<file path="src/rtl/hamming_decoder_if.sv">
// Bus bundle for the SECDED decoder stage.
//   slave  : decoder side (takes codewords and out_ready, drives results and counters)
//   master : environment side (drives codewords and out_ready, observes results)
// Signals:
//   in_valid/in_ready/code                          input handshake and received codeword
//   out_valid/out_ready/data/single_err/double_err/err_pos   result handshake and payload
//   clear_cnt/corr_cnt/uncorr_cnt                   error counter control and status
interface hamming_decoder_if #(
  parameter int DATA_WIDTH = 39,
  parameter int CNT_WIDTH  = 16
);
  function automatic int calc_addr_width(input int dw);
    int p;
    p = 1;
    while ((1 << p) < dw + p + 1) p++;
    return p;
  endfunction

  localparam int ADDR_WIDTH  = calc_addr_width(DATA_WIDTH);
  localparam int CODED_WIDTH = DATA_WIDTH + ADDR_WIDTH + 1;

  logic                   in_valid;
  logic                   in_ready;
  logic [CODED_WIDTH-1:0] code;
  logic                   out_valid;
  logic                   out_ready;
  logic [DATA_WIDTH-1:0]  data;
  logic                   single_err;
  logic                   double_err;
  logic [ADDR_WIDTH-1:0]  err_pos;
  logic                   clear_cnt;
  logic [CNT_WIDTH-1:0]   corr_cnt;
  logic [CNT_WIDTH-1:0]   uncorr_cnt;

  modport slave (
    input  in_valid, code, out_ready, clear_cnt,
    output in_ready, out_valid, data, single_err, double_err, err_pos, corr_cnt, uncorr_cnt
  );

  modport master (
    output in_valid, code, out_ready, clear_cnt,
    input  in_ready, out_valid, data, single_err, double_err, err_pos, corr_cnt, uncorr_cnt
  );
endinterface

</file>
<file path="src/rtl/hamming_decoder.sv">
// SECDED check/correct stage for extended-Hamming codewords
// (bit 0 = overall parity, bits 2^i = check bits, remaining positions = payload).
// Two-register valid/ready pipeline:
//   stage 1 registers the codeword with its syndrome and overall parity,
//   stage 2 registers the classified, corrected and extracted result.
// Ports:
//   clk_i    clock, rising edge
//   rst_n_i  asynchronous reset, active low (drops in-flight words, clears counters)
//   bus      hamming_decoder_if.slave (handshakes, result, error counters)
module hamming_decoder #(
  parameter int DATA_WIDTH = 39,
  parameter int CNT_WIDTH  = 16
) (
  input  logic             clk_i,
  input  logic             rst_n_i,
  hamming_decoder_if.slave bus
);
  function automatic int calc_addr_width(input int dw);
    int p;
    p = 1;
    while ((1 << p) < dw + p + 1) p++;
    return p;
  endfunction

  localparam int ADDR_WIDTH  = calc_addr_width(DATA_WIDTH);
  localparam int CODED_WIDTH = DATA_WIDTH + ADDR_WIDTH + 1;
  localparam int STAGES      = 2;
  localparam logic [ADDR_WIDTH:0] CW_L = (ADDR_WIDTH+1)'(CODED_WIDTH);

  // Codeword position holding payload bit k: the k-th non-power-of-two index above 0.
  function automatic int data_pos(input int k);
    int n;
    int pos;
    n   = 0;
    pos = 0;
    for (int i = 1; i < CODED_WIDTH; i++) begin
      if ((i & (i - 1)) != 0) begin
        if (n == k) pos = i;
        n++;
      end
    end
    return pos;
  endfunction

  logic [STAGES:1]        vld_pipe;
  logic                   s2_free;

  logic [ADDR_WIDTH-1:0]  syn_c;
  logic                   par_c;
  logic [CODED_WIDTH-1:0] s1_code;
  logic [ADDR_WIDTH-1:0]  s1_syn;
  logic                   s1_par;

  logic                   single_c;
  logic                   double_c;
  logic [CODED_WIDTH-1:0] corr_c;
  logic [DATA_WIDTH-1:0]  data_c;

  logic [DATA_WIDTH-1:0]  data_q;
  logic                   single_q;
  logic                   double_q;
  logic [ADDR_WIDTH-1:0]  pos_q;
  logic [CNT_WIDTH-1:0]   corr_q;
  logic [CNT_WIDTH-1:0]   uncorr_q;
  logic                   out_hs;

  // Output register is free when empty or being drained; input side follows.
  assign s2_free      = !vld_pipe[2] || bus.out_ready;
  assign bus.in_ready = !vld_pipe[1] || s2_free;

  always_comb begin
    syn_c = '0;
    par_c = bus.code[0];
    for (int i = 1; i < CODED_WIDTH; i++) begin
      if (bus.code[i]) syn_c = syn_c ^ ADDR_WIDTH'(i);
      par_c = par_c ^ bus.code[i];
    end
  end

  // Odd parity with a syndrome pointing inside the word is a single flip;
  // any other nonzero evidence is uncorrectable.
  always_comb begin
    single_c = s1_par && ({1'b0, s1_syn} < CW_L);
    double_c = (s1_par && !({1'b0, s1_syn} < CW_L)) || (!s1_par && (s1_syn != '0));
    corr_c   = s1_code;
    if (single_c) corr_c = s1_code ^ (CODED_WIDTH'(1) << s1_syn);
  end

  for (genvar k = 0; k < DATA_WIDTH; k++) begin : g_ext
    assign data_c[k] = corr_c[data_pos(k)];
  end

  always_ff @(posedge clk_i or negedge rst_n_i) begin
    if (!rst_n_i) begin
      vld_pipe <= '0;
      s1_code  <= '0;
      s1_syn   <= '0;
      s1_par   <= 1'b0;
      data_q   <= '0;
      single_q <= 1'b0;
      double_q <= 1'b0;
      pos_q    <= '0;
    end else begin
      if (bus.in_ready) begin
        vld_pipe[1] <= bus.in_valid;
        if (bus.in_valid) begin
          s1_code <= bus.code;
          s1_syn  <= syn_c;
          s1_par  <= par_c;
        end
      end
      // Only refill the output on a real word so a held result never changes.
      if (s2_free) begin
        vld_pipe[2] <= vld_pipe[1];
        if (vld_pipe[1]) begin
          data_q   <= data_c;
          single_q <= single_c;
          double_q <= double_c;
          pos_q    <= s1_syn;
        end
      end
    end
  end

  assign out_hs = vld_pipe[2] && bus.out_ready;

  // Clear takes priority over a same-cycle increment; counts stick at all-ones.
  always_ff @(posedge clk_i or negedge rst_n_i) begin
    if (!rst_n_i) begin
      corr_q   <= '0;
      uncorr_q <= '0;
    end else if (bus.clear_cnt) begin
      corr_q   <= '0;
      uncorr_q <= '0;
    end else if (out_hs) begin
      if (single_q && (corr_q != '1))   corr_q   <= corr_q + 1'b1;
      if (double_q && (uncorr_q != '1)) uncorr_q <= uncorr_q + 1'b1;
    end
  end

  assign bus.out_valid  = vld_pipe[2];
  assign bus.data       = data_q;
  assign bus.single_err = single_q;
  assign bus.double_err = double_q;
  assign bus.err_pos    = pos_q;
  assign bus.corr_cnt   = corr_q;
  assign bus.uncorr_cnt = uncorr_q;
endmodule

</file>
<file path="src/flat_wrapper.sv">
// flat-port wrapper written by rule: the top's interface ports become plain ports
module hamming_decoder_flat 
#(
  parameter int DATA_WIDTH = 39,
  parameter int CNT_WIDTH  = 16
)
  (clk_i, rst_n_i, bus_in_valid, bus_code, bus_out_ready, bus_clear_cnt, bus_in_ready, bus_out_valid, bus_data, bus_single_err, bus_double_err, bus_err_pos, bus_corr_cnt, bus_uncorr_cnt);
  hamming_decoder_if #(.DATA_WIDTH(DATA_WIDTH), .CNT_WIDTH(CNT_WIDTH)) bus_i ();
  input  logic clk_i;
  input  logic rst_n_i;
  input wire logic [$bits(bus_i.in_valid)-1:0] bus_in_valid;
  input wire logic [$bits(bus_i.code)-1:0] bus_code;
  input wire logic [$bits(bus_i.out_ready)-1:0] bus_out_ready;
  input wire logic [$bits(bus_i.clear_cnt)-1:0] bus_clear_cnt;
  output wire logic [$bits(bus_i.in_ready)-1:0] bus_in_ready;
  output wire logic [$bits(bus_i.out_valid)-1:0] bus_out_valid;
  output wire logic [$bits(bus_i.data)-1:0] bus_data;
  output wire logic [$bits(bus_i.single_err)-1:0] bus_single_err;
  output wire logic [$bits(bus_i.double_err)-1:0] bus_double_err;
  output wire logic [$bits(bus_i.err_pos)-1:0] bus_err_pos;
  output wire logic [$bits(bus_i.corr_cnt)-1:0] bus_corr_cnt;
  output wire logic [$bits(bus_i.uncorr_cnt)-1:0] bus_uncorr_cnt;
  assign bus_i.in_valid = bus_in_valid;
  assign bus_i.code = bus_code;
  assign bus_i.out_ready = bus_out_ready;
  assign bus_i.clear_cnt = bus_clear_cnt;
  assign bus_in_ready = bus_i.in_ready;
  assign bus_out_valid = bus_i.out_valid;
  assign bus_data = bus_i.data;
  assign bus_single_err = bus_i.single_err;
  assign bus_double_err = bus_i.double_err;
  assign bus_err_pos = bus_i.err_pos;
  assign bus_corr_cnt = bus_i.corr_cnt;
  assign bus_uncorr_cnt = bus_i.uncorr_cnt;
  hamming_decoder #(.DATA_WIDTH(DATA_WIDTH), .CNT_WIDTH(CNT_WIDTH)) u_core (.clk_i(clk_i), .rst_n_i(rst_n_i), .bus(bus_i));
endmodule
</file>
<file path="config.mk">
export PLATFORM = sky130hd
export DESIGN_NAME = hamming_decoder_flat
export DESIGN_NICKNAME = d
export VERILOG_FILES = /design/src/rtl/hamming_decoder_if.sv /design/src/rtl/hamming_decoder.sv /design/src/flat_wrapper.sv
export SDC_FILE = /design/constraint.sdc
export NUM_CORES = 1
export LEC_CHECK = 0
export BUFFER_PORTS_ARGS = -buffer_cell sky130_fd_sc_hd__buf_2
export CORE_MARGIN = 3
export CORE_UTILIZATION = 35
export DETAILED_ROUTE_END_ITERATION = 16
export PLACE_DENSITY_LB_ADDON = 0.1
export SYNTH_ARGS = -nofsm -noshare
export SYNTH_HDL_FRONTEND = slang
export SYNTH_SLANG_ARGS = --single-unit
</file>
<file path="constraint.sdc">
create_clock -name clk_i -period 1.83 [get_ports clk_i]
set_input_delay 0.2745 -clock clk_i [delete_from_list [all_inputs] [get_ports clk_i]]
set_output_delay 0.2745 -clock clk_i [all_outputs]
set_load 0.005 [all_outputs]
</file>
# Yosys cells after proc, flatten, opt, wreduce, memory -nomap -nowiden
# Cells that the tools add are included.
dict set report totals {
  regBits 134
  out_inout_bits 81
  wordCells 180
}
dict set report op_classes {
  addsub 2
  magnitude_cmp 1
  eq_ne 2
  n_shift 1
  n_mux 52
  bitwise 90
  reduce_logical 21
}
# op n
set ops {}
lappend ops {{$mux W16} 6}
lappend ops {{$mux W6} 14}
lappend ops {{$mux W5} 16}
lappend ops {{$not A3 Y3} 16}
lappend ops {{$mux W46} 1}
lappend ops {{$shl A1 B6 Y46 const A} 1}
lappend ops {{$xor A46 B46 Y46} 1}
lappend ops {{$xor A1 B1 Y1} 45}
lappend ops {{$add A16 B1 Y16 const B} 2}
lappend ops {{$mux W4} 8}
lappend ops {{$ne A16 B16 Y1 const B} 2}
lappend ops {{$not A4 Y4} 8}
lappend ops {{$not A2 Y2} 14}
lappend ops {{$mux W3} 4}
lappend ops {{$reduce_and A2 Y1} 4}
lappend ops {{$logic_and A1 B1 Y1} 6}
lappend ops {{$lt A6 B6 Y1 const B} 1}
lappend ops {{$reduce_bool A2 Y1} 3}
lappend ops {{$reduce_bool A6 Y1} 1}
lappend ops {{$not A1 Y1 const A} 5}
lappend ops {{$not A5 Y5} 1}
lappend ops {{$logic_not A1 Y1} 4}
lappend ops {{$mux W2} 2}
lappend ops {{$logic_or A1 B1 Y1} 3}
lappend ops {{$mux W1} 1}

# Longest topological paths before layout
dict set report depth {
  depth_word 84
  ltp_mapped 7
}

# Worst setup path after synthesis
# Ideal clock, no wire load.
dict set report synth_path {
  path_kind {reg2reg}
  startpoint {register u_core.uncorr_q[0] (netlist: u_core.bus.uncorr_cnt[0])}
  endpoint {register u_core.uncorr_q[11] (netlist: u_core.bus.uncorr_cnt[11])}
  setup_ns 0.132
  arrival_time_ns 1.722
  required_time_ns 1.698
  path_slack_ns -0.024
  path_stages_with_launch 8
  path_buffers 0
  cell_sequence {dfrtp_1 > ha_1 > nand2_1 > nor2_1 > a211oi_1 > and4_1 > xnor2_1 > nor2_1}
}
dict set report synth_between {
  elab_chain_len 4
  elab_cells_between_ends 8
  classes_between {add/sub (1); eq/ne (1); mux (3); reduce/logical (3)}
}
# item line_no
set synth_lines {}
lappend synth_lines {{start, declared} hamming_decoder.sv:64} ;# logic [CNT_WIDTH-1:0] uncorr_q;
lappend synth_lines {{start signal, assigned} hamming_decoder.sv:137} ;# if (double_q && (uncorr_q != '1)) uncorr_q <= uncorr_q + 1'b1;
lappend synth_lines {{$add A16 B1 Y16 / $ne A16 B16 Y1 (equally long branches)} hamming_decoder.sv:137}
lappend synth_lines {{$mux W16 / $logic_and A1 B1 Y1 (equally long branches)} hamming_decoder.sv:137}
lappend synth_lines {{$mux W16 / $reduce_bool A2 Y1 (equally long branches)} --}
lappend synth_lines {{$mux W16 / $reduce_and A2 Y1 (equally long branches)} --}
# Several ways; a longest one is shown, not always the timed one. The select of a mux whose other input is x is not followed.
# A chain may end at the register's enable or synchronous reset.

# Worst setup path after layout
dict set report layout_path {
  startpoint {register u_core.s1_syn[0]}
  endpoint {register u_core.data_q[20] (netlist: u_core.bus.data[20])}
}
dict set report layout_between {
  elab_chain_len 3
  elab_cells_between_ends 5
  classes_between {order compare (1); shift (1); mux (1); bitwise (1); reduce/logical (1)}
}
# item line_no
set layout_lines {}
lappend layout_lines {{start, declared} hamming_decoder.sv:51} ;# logic [ADDR_WIDTH-1:0] s1_syn;
lappend layout_lines {{start signal, assigned} hamming_decoder.sv:108} ;# s1_syn <= syn_c;
lappend layout_lines {{$lt A6 B6 Y1 / $shl A1 B6 Y46 (equally long branches)} {hamming_decoder.sv:83, hamming_decoder.sv:86}}
lappend layout_lines {{$logic_and A1 B1 Y1 / $xor A46 B46 Y46 (equally long branches)} {hamming_decoder.sv:83, hamming_decoder.sv:86}}
lappend layout_lines {{$mux W46 (*)} hamming_decoder.sv:86} ;# if (single_c) corr_c = s1_code ^ (CODED_WIDTH'(1) << s1_syn);
lappend layout_lines {{end signal, assigned} hamming_decoder.sv:116} ;# data_q <= data_c;
lappend layout_lines {{end, declared} hamming_decoder.sv:59} ;# logic [DATA_WIDTH-1:0] data_q;
# Mark *: on every way between the ends. The rest lies on a longest branch, timed or not.

==> impl_metrics.yaml <==
status:
  status: "completed"
logic_synthesis:
  synth_top_area_share_pct: 49.2
  async_flop_share_pct: 100
  syn-num-nets: 679
  synth_edf_count: 0
  ys_ff_latch: 127
  synth.most_common_cell: "dfrtp_1"
  synth.area.top_cells: "dfrtp_1, xnor2_1, mux2_2, xor2_1, nand2_1"
  synth_cells: 626
  synthDistinctLibCells: 33
  yosys.area.top_type: "dfrtp_1"
  ys_seq_area_share_pct: 49.2
  netlist_area_mm2: 0.00646
  yosysWarningCount: 0
  yosys-top-cells-count: "dfrtp_1, xnor2_1, nand2_1, nor2_1"
  ys.flop_type: "dfrtp_1"
  avgSynthCellArea_um2: 10.3
setup_path:
  critPathTopFamily: "simple AND/OR/NAND/NOR gates"
  crit_arrival_ns: 2.02
  crit_chain: "nand2b_1, nor2_1, buf_4, nand2_1, xor2_1, o21ai_0"
  critical_path_buf_inv_count: 1
  required_ns: 2.11
  r2r_start: "u_core.s1_syn[0]"
  slowest_stage: "dfrtp_1"
  path_depth: 6
  ff2ff_path_depth: 6
  crit_path_end_kind: "flop"
  cp-start-kind: "flop"
  critPathMaxFanout: 9
  max_stage_delay_ns: 0.49
  cp-startpoint: "u_core.s1_syn[0]"
  path_class: "flop to flop"
placed_design:
  dp.cells: 1048
  gp_congestion: 0.843
  dpl.hpwl_mm: 13.6
  numPortBuffers: 131
global_route:
  antenna_found_initial: 0
  grt_pass1_wl_mm: 28.5
  grt_overflow: 0
  grt_pass1_vias: 5294
  grt_max_degree: 90
  grt_usage_pct: 18.3
sta:
  worst_slew_pin_slew_ns: 0.607
  skew_ns: 0.00703
  period_needed_ns: 1.74
  rsz0062_at_grt: "yes"
  maxSlewHeadroom_pct: 59.5
  slew_violations: 0
  setup_violations: 0
  fin_crit_sh_pct: 94.8
  finalHoldViolations: 0
  max_freq_mhz: 576
pwr:
  peakVddDrop_mv: 0.822
  total_leakage_power_uw: 0.00396
  clockPowerShare_pct: 35.6
  seqPwrFrac_pct: 36.4
  p_per_area_mw_per_mm2: 1180
  internal_power_uw: 7160
  power.switching_uw: 3100
  netSwitchingFraction_pct: 30.2
  combPwrFrac_pct: 28.0
clock_network:
  clock-sinks: 127
  cts_tree: "yes"
  root_buffer: "clkbuf_16"
  numCtsBuffers: 17
  htreeDepth: 4
  clock_path_buffers: 2
  clk_latency_ns: 0.42
  clk_pin_slew_worst_paths_ns: 0.06
routing:
  drt_wl_total_mm: 17.9
  final_antenna_net_count: 0
  drtPass1Iterations: 4
  routed_via_density: 4.72
  drt_iter0_drc: 216
  num_vias: 5106
  wire_per_inst_um: 16.6
  route.detailed.drc: 0
finish:
  n_antenna_cell: 0
  nets: 893
  fillCellCount: 1737
  ff_latch_area_mm2: 0.00318
  final_cells: 1082
  synthToLayoutAreaGrowth_pct: 34.5
  drive_above_1_share_pct: 34.8
  final_core_util_pct: 48.2
  multi_input_area_mm2: 0.00322
floorplanning:
  num_io_pins: 132
  num_rows: 49
  start_util_pct: 35.8
  dieArea_mm2: 0.0201
  die_y_um: 142
  fp.dieW_um: 142
  core_area_mm2: 0.0180
job:
  cap_violations: 0
hold_path:
  hold_start: "bus_in_valid"
  whs_path_depth: 2
  hold_path_class: "primary input to flop"
-- final timing paths --
path	to	slack, ns
max in group asynchronous	u_core.s1_par	0.97
min in group asynchronous	u_core.bus.corr_cnt[6]	0.28
worst max-delay path	u_core.bus.data[20]	0.09
worst min-delay path	u_core.vld_pipe[1]	0.13
worst max register to register	u_core.bus.data[20]	0.09
worst min register to register	u_core.bus.err_pos[0]	0.47
-- per-stage QoR --
stage                     setup TNS (ns)  hold WS, ns  setup slack (ns)  cell area (µm²)  power [µW]
after global placement            -0.215        0.181            -0.215             8010        6630
after CTS                              0       0.0976            0.0403             8660       10400
after detailed placement          -0.244        0.179            -0.244             8010        6680
final                                  0        0.125            0.0950             8690       10300
after floorplan                        0      -0.0211            0.0136             6470        5340
after global routing              -0.106        0.115           -0.0425             8690       10800
-- routing by layer --
| metal | vias to the layer above | GRT usage (%) | share of wire [%] |
|---|---|---|---|
| li1 | 2508 | - | - |
| met1 | 2463 | 24.3 | 45 |
| met2 | 126 | 30.6 | 50 |
| met3 | 9 | 4.15 | 4.7 |
| met4 | 0 | 4.55 | 0.78 |
| met5 | - | 0 | 0 |
-- kinds of logic (layout without fill, tap and decap cells) --
family          Yosys count  after routing  share of synthesized area (%)
compound gates           56             56                           4.55
xor+xnor                153            153                           22.0
fa+ha+maj                 2              2                          0.387
buf+inv                  25            252                           1.45
flops                   127            127                           49.2
mux                      42             42                           7.28
simple gates            221            221                           15.2
-- sequential cells by signal, summed over array words and instances (netlist names) --
| signal | flops |
|---|---|
| u_core.bus.single_err | 1 |
| u_core.bus.data | 39 |
| u_core.s1_par | 1 |
| u_core.bus.double_err | 1 |
| u_core.vld_pipe | 2 |
| u_core.bus.corr_cnt | 16 |
| u_core.s1_code | 39 |
| u_core.s1_syn | 6 |
| u_core.bus.err_pos | 6 |
| u_core.bus.uncorr_cnt | 16 |
-- layout by cell type, fill, tap and decap left out, drive strengths merged, types with 4 or more instances in the layout --
cell type and n:
and3 6, buf 216, bufinv 4, clkbuf 22
clkinv 4, dfrtp 127, mux2 40, nand2 95
nand2b 7, nand3 22, nand4 6, nor2 53
nor2b 5, nor3 9, nor4 10, o21ai 48
xnor2 100, xnor3 4, xor2 48
-- what timing repair did --
item | 4_1_cts | 5_1_grt
resized for setup | 0 | 5
endpoints found under the setup margin | 0 | 12
hold buffers | 1 | 0
endpoints found under the hold margin | 16 | 0
buffers inserted | 0 | 1
-- power groups by stage --
stage,Sequential (µW),Clock (µW),Combinational [µW]
after floorplan,3680,0,1650
after global placement,3750,0,2870
after detailed placement,3780,0,2900
after CTS,3730,3730,2910
after global routing,3810,3860,3180
final,3740,3660,2870
-- area by class of cell --
cell class,count,area share [%]
inverters,3,0.130
repair buffers,217,15.6
clock buffers,22,5.46
multi-input cells,474,37.1
clock inverters,10,1.83
well taps,229,3.30
flip-flops and latches,127,36.6
Power figures use the tool's default switching activity.
